--- config.mk ---
export PLATFORM = sky130hd
export DESIGN_NAME = note_recorder
export DESIGN_NICKNAME = d
export VERILOG_FILES = /design/src/rtl/note_recorder_pkg.sv /design/src/rtl/note_ram.sv /design/src/rtl/note_recorder.sv
export SDC_FILE = /design/constraint.sdc
export NUM_CORES = 1
export LEC_CHECK = 0
export CAP_MARGIN = 10
export CORE_MARGIN = 4
export CORE_UTILIZATION = 30
export DETAILED_ROUTE_END_ITERATION = 7
export PLACE_DENSITY_LB_ADDON = 0.25
export SLEW_MARGIN = 30
export SYNTH_ARGS = -nofsm -noshare
export SYNTH_HDL_FRONTEND = slang
export SYNTH_SLANG_ARGS = --single-unit
--- constraint.sdc ---
create_clock -name CLK -period 2.31 [get_ports CLK]
set_clock_uncertainty 0.05 [all_clocks]
set_input_delay 0.5775 -clock CLK [delete_from_list [all_inputs] [get_ports CLK]]
set_output_delay 0.5775 -clock CLK [all_outputs]
set_load 0.01 [all_outputs]
--- src/rtl/note_recorder_pkg.sv ---
// ============================================================================
// note_recorder_pkg : shared note codes, LED patterns, recorder states
// Rev 1.0 - initial release
// ============================================================================
`default_nettype none

package note_recorder_pkg;

  localparam logic [3:0] NOTE_C5   = 4'd0;
  localparam logic [3:0] NOTE_B    = 4'd1;
  localparam logic [3:0] NOTE_A    = 4'd2;
  localparam logic [3:0] NOTE_G    = 4'd3;
  localparam logic [3:0] NOTE_F    = 4'd4;
  localparam logic [3:0] NOTE_E    = 4'd5;
  localparam logic [3:0] NOTE_D    = 4'd6;
  localparam logic [3:0] NOTE_C4   = 4'd7;
  localparam logic [3:0] NOTE_NONE = 4'd8;

  // One-hot LED patterns, C4 on the lowest LED
  localparam logic [7:0] _C5 = 8'h80;
  localparam logic [7:0] _B  = 8'h40;
  localparam logic [7:0] _A  = 8'h20;
  localparam logic [7:0] _G  = 8'h10;
  localparam logic [7:0] _F  = 8'h08;
  localparam logic [7:0] _E  = 8'h04;
  localparam logic [7:0] _D  = 8'h02;
  localparam logic [7:0] _C4 = 8'h01;

  typedef enum logic [1:0] {
    IDLE   = 2'd0,
    RECORD = 2'd1,
    PLAY   = 2'd2
  } rec_state_t;

  function automatic logic [3:0] sanitize_note(input logic [3:0] code);
    return (code > NOTE_NONE) ? NOTE_NONE : code;
  endfunction

  function automatic logic [7:0] led_decode(input logic [3:0] code);
    logic [7:0] pattern;
    case (code)
      NOTE_C5:   pattern = _C5;
      NOTE_B:    pattern = _B;
      NOTE_A:    pattern = _A;
      NOTE_G:    pattern = _G;
      NOTE_F:    pattern = _F;
      NOTE_E:    pattern = _E;
      NOTE_D:    pattern = _D;
      NOTE_C4:   pattern = _C4;
      NOTE_NONE: pattern = 8'h00;
      default:   pattern = 8'hFF;
    endcase
    return pattern;
  endfunction

endpackage

`default_nettype wire

--- src/rtl/note_ram.sv ---
// ============================================================================
// note_ram : DEPTH x 4 note buffer, one write port, asynchronous read port
// Rev 1.0 - initial release
// ============================================================================
`default_nettype none

module note_ram #(
  parameter int DEPTH = 64,
  parameter int AW    = 6
) (
  input  logic          clk,
  input  logic          we,
  input  logic [AW-1:0] waddr,
  input  logic [3:0]    wdata,
  input  logic [AW-1:0] raddr,
  output logic [3:0]    rdata
);

  // Storage is deliberately not reset; validity is tracked by the length count
  logic [3:0] mem [DEPTH];

  always_ff @(posedge clk) begin
    if (we) mem[waddr] <= wdata;
  end

  assign rdata = mem[raddr];

endmodule

`default_nettype wire

--- src/rtl/note_recorder.sv ---
// ============================================================================
// note_recorder : records the keyboard note stream per beat tick, replays it
// Build option: LOOP_PLAYBACK_EN - playback wraps to entry 0 instead of ending
// Rev 1.0 - initial release
// ============================================================================
`default_nettype none

module note_recorder
  import note_recorder_pkg::*;
#(
  parameter int DEPTH = 64,
  parameter int AW    = 6
) (
  input  logic          CLK,
  input  logic          RESET,
  input  logic          BEAT_TICK,
  input  logic          REC_START,
  input  logic          PLAY_START,
  input  logic          STOP,
  input  logic [3:0]    KEY_NOTE,
  output logic [3:0]    note,
  output logic [7:0]    Led,
  output logic          rec_active,
  output logic          play_active,
  output logic [AW:0]   length
);

  localparam logic [AW:0] LEN_LAST = (AW+1)'(DEPTH - 1);

  rec_state_t  state, state_n;
  logic [AW-1:0] wr_ptr, wr_ptr_n;
  // One extra bit so the pointer can sit at length == DEPTH after the last entry
  logic [AW:0]   rd_ptr, rd_ptr_n;
  logic [AW:0]   length_n;
  logic [3:0]    note_n;
  logic          ram_we;
  logic [3:0]    ram_wdata;
  logic [3:0]    ram_rdata;

  assign ram_wdata = sanitize_note(KEY_NOTE);

  note_ram #(
    .DEPTH (DEPTH),
    .AW    (AW)
  ) u_note_ram (
    .clk   (CLK),
    .we    (ram_we),
    .waddr (wr_ptr),
    .wdata (ram_wdata),
    .raddr (rd_ptr[AW-1:0]),
    .rdata (ram_rdata)
  );

  always_ff @(posedge CLK or posedge RESET) begin
    if (RESET) begin
      state  <= IDLE;
      wr_ptr <= '0;
      rd_ptr <= '0;
      length <= '0;
      note   <= NOTE_NONE;
    end else begin
      state  <= state_n;
      wr_ptr <= wr_ptr_n;
      rd_ptr <= rd_ptr_n;
      length <= length_n;
      note   <= note_n;
    end
  end

  // Commands take priority over and swallow a coincident beat tick
  always_comb begin
    state_n  = state;
    wr_ptr_n = wr_ptr;
    rd_ptr_n = rd_ptr;
    length_n = length;
    note_n   = note;
    ram_we   = 1'b0;
    if (STOP) begin
      state_n = IDLE;
      note_n  = NOTE_NONE;
    end else if (REC_START) begin
      state_n  = RECORD;
      wr_ptr_n = '0;
      length_n = '0;
      note_n   = NOTE_NONE;
    end else if (PLAY_START) begin
      if (length != '0) begin
        state_n  = PLAY;
        rd_ptr_n = '0;
        note_n   = NOTE_NONE;
      end
    end else if (BEAT_TICK) begin
      case (state)
        RECORD: begin
          ram_we   = 1'b1;
          wr_ptr_n = wr_ptr + 1'b1;
          length_n = length + 1'b1;
          note_n   = ram_wdata;
          if (length == LEN_LAST) state_n = IDLE;
        end
        PLAY: begin
`ifdef LOOP_PLAYBACK_EN
          note_n   = ram_rdata;
          rd_ptr_n = (rd_ptr + 1'b1 == length) ? '0 : rd_ptr + 1'b1;
`else
          if (rd_ptr == length) begin
            state_n = IDLE;
            note_n  = NOTE_NONE;
          end else begin
            note_n   = ram_rdata;
            rd_ptr_n = rd_ptr + 1'b1;
          end
`endif
        end
        default: ;
      endcase
    end
  end

  assign Led         = led_decode(note);
  assign rec_active  = (state == RECORD);
  assign play_active = (state == PLAY);

endmodule

`default_nettype wire
Yosys cells after proc, flatten, opt, wreduce, memory -nomap -nowiden
Memory sizes are Yosys's and may differ from the RTL's.
Cells that the tools add are included.
{"block": "word_totals", "ff_bits": 26, "ram_bits": 256, "romBits": 128, "out_inout_bits": 21, "wordCells": 70, "memories": 2}
{"memory": "u_note_ram.mem", "words": 64, "word_bits": 4, "rd": 1, "rd_clocked_by_memory_dff": 0, "wr": 1, "line_no": "note_ram.sv:20", "text": "logic [3:0] mem [DEPTH];"}
{"memory": "(no name shown)", "words": 16, "word_bits": 8, "rd": 1, "rd_clocked_by_memory_dff": 0, "wr": 0, "line_no": "note_recorder_pkg.sv:41", "text": "case (code)"}
{"block": "op_classes", "add_sub_neg": 3, "n_lt_le_gt_ge": 1, "n_eq_ne": 10, "n_mux": 36, "bitwise": 2, "n_reduce_logical": 11}
{"cell": "7-bit two-way mux", "n": 9}
{"cell": "4-bit two-way mux", "n": 7}
{"cell": "6-bit two-way mux", "n": 4}
{"cell": "7-bit by 1-bit adder with 7-bit output (second input constant)", "n": 2}
{"cell": "2-bit two-way mux", "n": 7}
{"cell": "5-bit by 4-bit != test with 1-bit output (second input constant)", "n": 2}
{"cell": "4-bit case mux with 2 select lines", "n": 1}
{"cell": "2-bit nonzero test", "n": 4}
{"cell": "7-bit by 6-bit equality test with 1-bit output (second input constant)", "n": 1}
{"cell": "7-bit equality test", "n": 1}
{"cell": "1-bit two-way mux", "n": 7}
{"cell": "7-bit nonzero test", "n": 1}
{"cell": "6-bit by 1-bit adder with 6-bit output (second input constant)", "n": 1}
{"cell": "6-bit AND reduction", "n": 1}
{"cell": "5-bit AND reduction", "n": 1}
{"cell": "5-bit nonzero test", "n": 1}
{"cell": "4-bit > comparator (second input constant)", "n": 1}
{"cell": "2-bit != test (second input constant)", "n": 2}
{"cell": "4-bit by 2-bit != test with 1-bit output (second input constant)", "n": 1}
{"cell": "2-bit case mux with 2 select lines", "n": 1}
{"cell": "4-bit AND reduction", "n": 1}
{"cell": "4-bit nonzero test", "n": 1}
{"cell": "3-bit AND reduction", "n": 1}
{"cell": "2-bit by 1-bit equality test with 1-bit output (second input constant)", "n": 1}
{"cell": "3 further kinds", "n": 4}

Depth between registers and ports, before layout
{"block": "logic_depth", "word_depth": 8, "mapped_depth": 10}

Modules after synthesis
From an unflattened synthesis, not the netlist that was laid out.
{"block": "hier_totals", "hier_cells": 691, "hier_area_um2": 11920.2}
{"module": "note_ram", "n_inst": 1, "cells_per_inst": 517, "area_each_um2": 10327.4, "seq_area_each_um2": 7687.4}
{"module": "note_recorder", "n_inst": 1, "cells_per_inst": 174, "area_each_um2": 1592.8, "seq_area_each_um2": 651.9}

Least setup slack after synthesis
Ideal clock, no wire load.
{"block": "synth_path", "path_kind": "input-to-reg", "start": "input port KEY_NOTE[3]", "end": "register note[1]", "setup_time_ns": 0.099, "arrival_ns": 2.683, "t_required_ns": 2.161, "setup_slack_ns": -0.523, "path_stages": 4, "path_buffers": 0, "path_cell_list": "nor2b_1 > o211a_1 > a21oi_1 > a311oi_1"}
{"block": "synth_via", "elab_chain_len": 7}
{"item": "start, declared", "line_no": "note_recorder.sv:20", "text": "input logic [3:0] KEY_NOTE,"}
{"item": "4-bit > comparator", "line_no": "note_recorder_pkg.sv:36", "text": "return (code > NOTE_NONE) ? NOTE_NONE : code;"}
{"item": "4-bit two-way mux", "line_no": "note_recorder_pkg.sv:36"}
{"item": "4-bit case mux with 2 select lines", "line_no": "note_recorder.sv:93", "text": "case (state)"}
{"item": "4-bit two-way mux", "line_no": "note_recorder.sv:92", "text": "end else if (BEAT_TICK) begin"}
{"item": "4-bit two-way mux", "line_no": "note_recorder.sv:86", "text": "end else if (PLAY_START) begin"}
{"item": "4-bit two-way mux", "line_no": "note_recorder.sv:81", "text": "end else if (REC_START) begin"}
{"item": "4-bit two-way mux", "line_no": "note_recorder.sv:78", "text": "if (STOP) begin"}
{"item": "end signal, assigned", "line_no": "note_recorder.sv:66", "text": "note <= note_n;"}
{"item": "end, declared", "line_no": "note_recorder.sv:21", "text": "output logic [3:0] note,"}
Every way passes these cells. The select of a mux whose other input is x is not followed.
A chain may end at the register's enable or synchronous reset.

Final worst setup path
{"block": "layout_path", "start": "register rd_ptr[0]", "end": "register note[3]"}
{"block": "layout_via", "elab_chain_len": 7, "word_cells_on_any_way": 8, "cone_classes": "1 x eq/ne; 6 x mux; 1 x memory"}
{"item": "start, declared", "line_no": "note_recorder.sv:33", "text": "logic [AW:0] rd_ptr, rd_ptr_n;"}
{"item": "start signal, assigned", "line_no": "note_recorder.sv:64", "text": "rd_ptr <= rd_ptr_n;"}
{"item": "memory read 64 x 4 bit or 7-bit equality test (tied branches)"}
{"item": "4-bit two-way mux (*)", "line_no": "note_recorder.sv:106", "text": "if (rd_ptr == length) begin"}
{"item": "4-bit case mux with 2 select lines (*)", "line_no": "note_recorder.sv:93"}
{"item": "4-bit two-way mux (*)", "line_no": "note_recorder.sv:92"}
{"item": "4-bit two-way mux (*)", "line_no": "note_recorder.sv:86"}
{"item": "4-bit two-way mux (*)", "line_no": "note_recorder.sv:81"}
{"item": "4-bit two-way mux (*)", "line_no": "note_recorder.sv:78"}
Mark *: on every way between the ends. The rest lies on a longest branch, timed or not. The select of a mux whose other input is x is not followed.

==> flow_metrics.env <==
export IMPL_drt_total_wl_mm=29.5
export IMPL_synthTopCellsByArea="edfxtp_1, mux4_2, dfrtp_1, mux2i_1, nor2_1"
export IMPL_p_comb_share_pct=15.1
export IMPL_p_clk_share_pct=39.9
export IMPL_worst_path_max_fanout=5
export IMPL_clockBufferDepth=3
export IMPL_path_class="reg -> reg"
export IMPL_overflow=0
export IMPL_yosysWarnings=0
export IMPL_final_antenna_net_count=0
export IMPL_met1_usage_pct=19.8
export IMPL_die_w_um=208
export IMPL_critical_path_max_stage_delay_ns=0.55
export IMPL_cp_num_buf_inv=2
export IMPL_rows=73
export IMPL_status="complete, but fails checks"
export IMPL_grt_most_used_layer="met2"
export IMPL_drtIter0Drc=505
export IMPL_post_drt_wl_per_cell_um=20.3
export IMPL_ys_types=67
export IMPL_insertion_delay_ns=0.55
export IMPL_clock_sinks=282
export IMPL_synthArstFlopShare_pct=9.22
export IMPL_hp_class="in -> async"
export IMPL_synth_area_um2=12000
export IMPL_drive_gt1_share_pct=34.1
export IMPL_cp_slowest_cell="dfrtp_4"
export IMPL_fin_nets=917
export IMPL_cp_arrival_ns=2.87
export IMPL_coreArea_um2=39600
export IMPL_intPower_mw=9.60
export IMPL_grt_start_max_net_pins=66
export IMPL_htreeDepth=1
export IMPL_swShare_pct=23.8
export IMPL_placedCellCount=1383
export IMPL_path_delay_family="multiplexers"
export IMPL_synth_edf_count=256
export IMPL_finalCriticalPeriod_ns=2.44
export IMPL_clk_pin_slew_worst_paths_ns=0.06
export IMPL_syn_to_final_growth_pct=27.1
export IMPL_num_vias=6862
export IMPL_final_hold_viol_count=0
export IMPL_fmax_mhz=409
export IMPL_synth_top_area_share_pct=64.0
export IMPL_drv_cap=0
export IMPL_power_density_nw_per_um2=826
export IMPL_final_cells=1451
export IMPL_cts_buffers_inserted=31
export IMPL_ioPinCount=31
export IMPL_netlist_instances=715
export IMPL_viasPerCell=4.73
export IMPL_grt_usage_pct=13.6
export IMPL_synth_seq_area_share_pct=69.5
export IMPL_gp_congestion=0.771
export IMPL_worstSetupStartpointType="flip-flop"
export IMPL_rsz0062_at_grt="true"
export IMPL_synth_seq_cells=282
export IMPL_grt_pass1_vias=7211
export IMPL_power_net_switching_mw=3.00
export IMPL_final_common_cell="edfxtp_1"
export IMPL_setup_tns_ns=-0.206
export IMPL_root_buffer="clkbuf_16"
export IMPL_power_frac_seq_pct=45.0
export IMPL_grt_use_met3_pct=2.56
export IMPL_worstPathRequired_ns=2.73
export IMPL_drcViolationCount=0
export IMPL_grt_pass1_wl_mm=45.9
export IMPL_port_buffers=30
export IMPL_antenna_found_initial=0
export IMPL_slew_headroom_pct=61.2
export IMPL_mostFrequentLayoutCells="edfxtp_1, buf_4, nor2_1"
export IMPL_violations="setup timing"
export IMPL_ir_worst_vdd_uv=486
export IMPL_power_leakage_nw=5.24
export IMPL_syn_avg_cell_area_um2=16.8
export IMPL_dpl_hpwl_mm=19.8
export IMPL_die_y_um=208
export IMPL_worstMarginPinSlew_ns=0.580
export IMPL_pre_cts_ws_ns=-0.437
export IMPL_setup_viol=3
export IMPL_synth_fp_nets=729
export IMPL_setup_ws_ns=-0.133
export IMPL_yosysTopAreaCell="edfxtp_1"
export IMPL_endpoint_kind="flip-flop"
export IMPL_hold_worst_slack_ns=0.346
export IMPL_die_area_um2=43300
export IMPL_cts_tree="yes"
export IMPL_slew_violations=0
export IMPL_synthFlopType="edfxtp_1"
export IMPL_timing_final_crit_share_pct=106
export IMPL_path_cells="buf_12 -> buf_12 -> mux4_2 -> mux4_2 -> nor2b_4 -> nor4_4 -> a221oi_2"
export IMPL_start_util_pct=30.3
export IMPL_drt_first_pass_iters=5
export IMPL_insertedDiodeCount=0
export IMPL_grt_use_met2_pct=21.4
path summary, 6_finish.rpt:
| kind | cells past startpoint | to | slack, ns | startpoint |
|---|---|---|---|---|
| worst max-delay path | 7 | note[3] | -0.13 | rd_ptr[0] |
| worst min-delay path | 3 | note[2] | 0.35 | RESET |
| worst max register to register | 7 | note[3] | -0.13 | rd_ptr[0] |
| worst min register to register | 2 | rd_ptr[6] | 0.54 | rd_ptr[6] |
| max in group asynchronous | 3 | note[3] | 1.56 | RESET |
| min in group CLK | 2 | rd_ptr[6] | 0.54 | rd_ptr[6] |
power by group through the flow:
stage	Sequential [mW]	Combinational, mW	Clock [mW]
3_5_place_dp	5.78	1.86	0
4_1_cts	5.67	1.91	5.15
3_3_place_gp	5.78	1.85	0
2_1_floorplan	5.75	1.15	0
5_1_grt	5.68	2.04	5.38
6_report	5.67	1.90	5.03
cells by family after synthesis:
family	count (synthesis)	share of synthesized area, %
flops	282	69.5
simple gates	188	7.82
mux	101	14.2
compound gates	68	3.94
buf+inv	50	2.58
xor+xnor	22	1.60
fa+ha+maj	4	0.417
state kept, by name (all words and copies together) (netlist names):
signal	count
u_note_ram.mem	256
length	7
rd_ptr	7
wr_ptr	6
note	4
state	2
worst min-delay path: cells and delay by family:
kind / cells / cell delay [ns]
buffers and inverters: 3 / 0.77
synthesized netlist by cell type, types with 2 or more instances:
master / count
a22oi_1: 4
a21oi_1: 14
mux4_1: 3
o22ai_1: 8
nor3b_1: 2
o2111ai_1: 2
and3_1: 3
clkbuf_1: 11
nor2_1: 91
a221oi_2: 2
a41oi_1: 2
a211o_1: 2
buf_4: 6
o21a_1: 2
mux2_2: 3
buf_2: 10
edfxtp_1: 256
dfrtp_1: 25
nand3_1: 12
mux4_2: 51
mux2i_1: 44
nand2_1: 25
nand3b_1: 7
nand2b_1: 4
nor3_1: 5
xor2_1: 16
or2_2: 2
nor2b_1: 13
ha_1: 4
buf_6: 6
nor4_2: 2
or3_1: 2
o221a_1: 2
inv_1: 10
o21ai_0: 12
nand4_1: 8
o211ai_1: 2
buf_8: 2
buf_1: 2
o21ai_1: 6
xnor2_1: 6
repair_timing:
item / in CTS / in global routing
hold buffers: 0 / 0
hold endpoints to repair: 0 / 0
endpoints found under the setup margin: 24 / 20
resized for setup: 50 / 19
setup buffers: 7 / 5
pin swaps: 10 / 12
metal layers:
layer / part of all wire, % / wire, µm
met1: 47 / 13900
met2: 46 / 13700
met3: 4.2 / 1250
met4: 2.2 / 654
met5: 0 / 0
metrics by stage:
step / utilization (%) / instance area [µm²] / power (mW)
global placement: 35.4 / 14000 / 7.63
CTS: 38.3 / 15200 / 12.7
detailed placement: 35.4 / 14000 / 7.63
global route: 38.5 / 15300 / 13.1
floorplan: - / 12000 / 6.90
finish: 38.5 / 15300 / 12.6
layout make-up:
type / instances / area (µm²)
Tap cell: 525 / 657
Multi-Input combinational cell: 383 / 3500
Clock inverter: 21 / 246
Inverter: 11 / 43.8
Clock buffer: 35 / 791
Sequential cell: 282 / 8350
Fill cell: 3720 / 24400
Timing Repair Buffer: 194 / 1670
No activity file was read; power rests on OpenSTA's default activity.
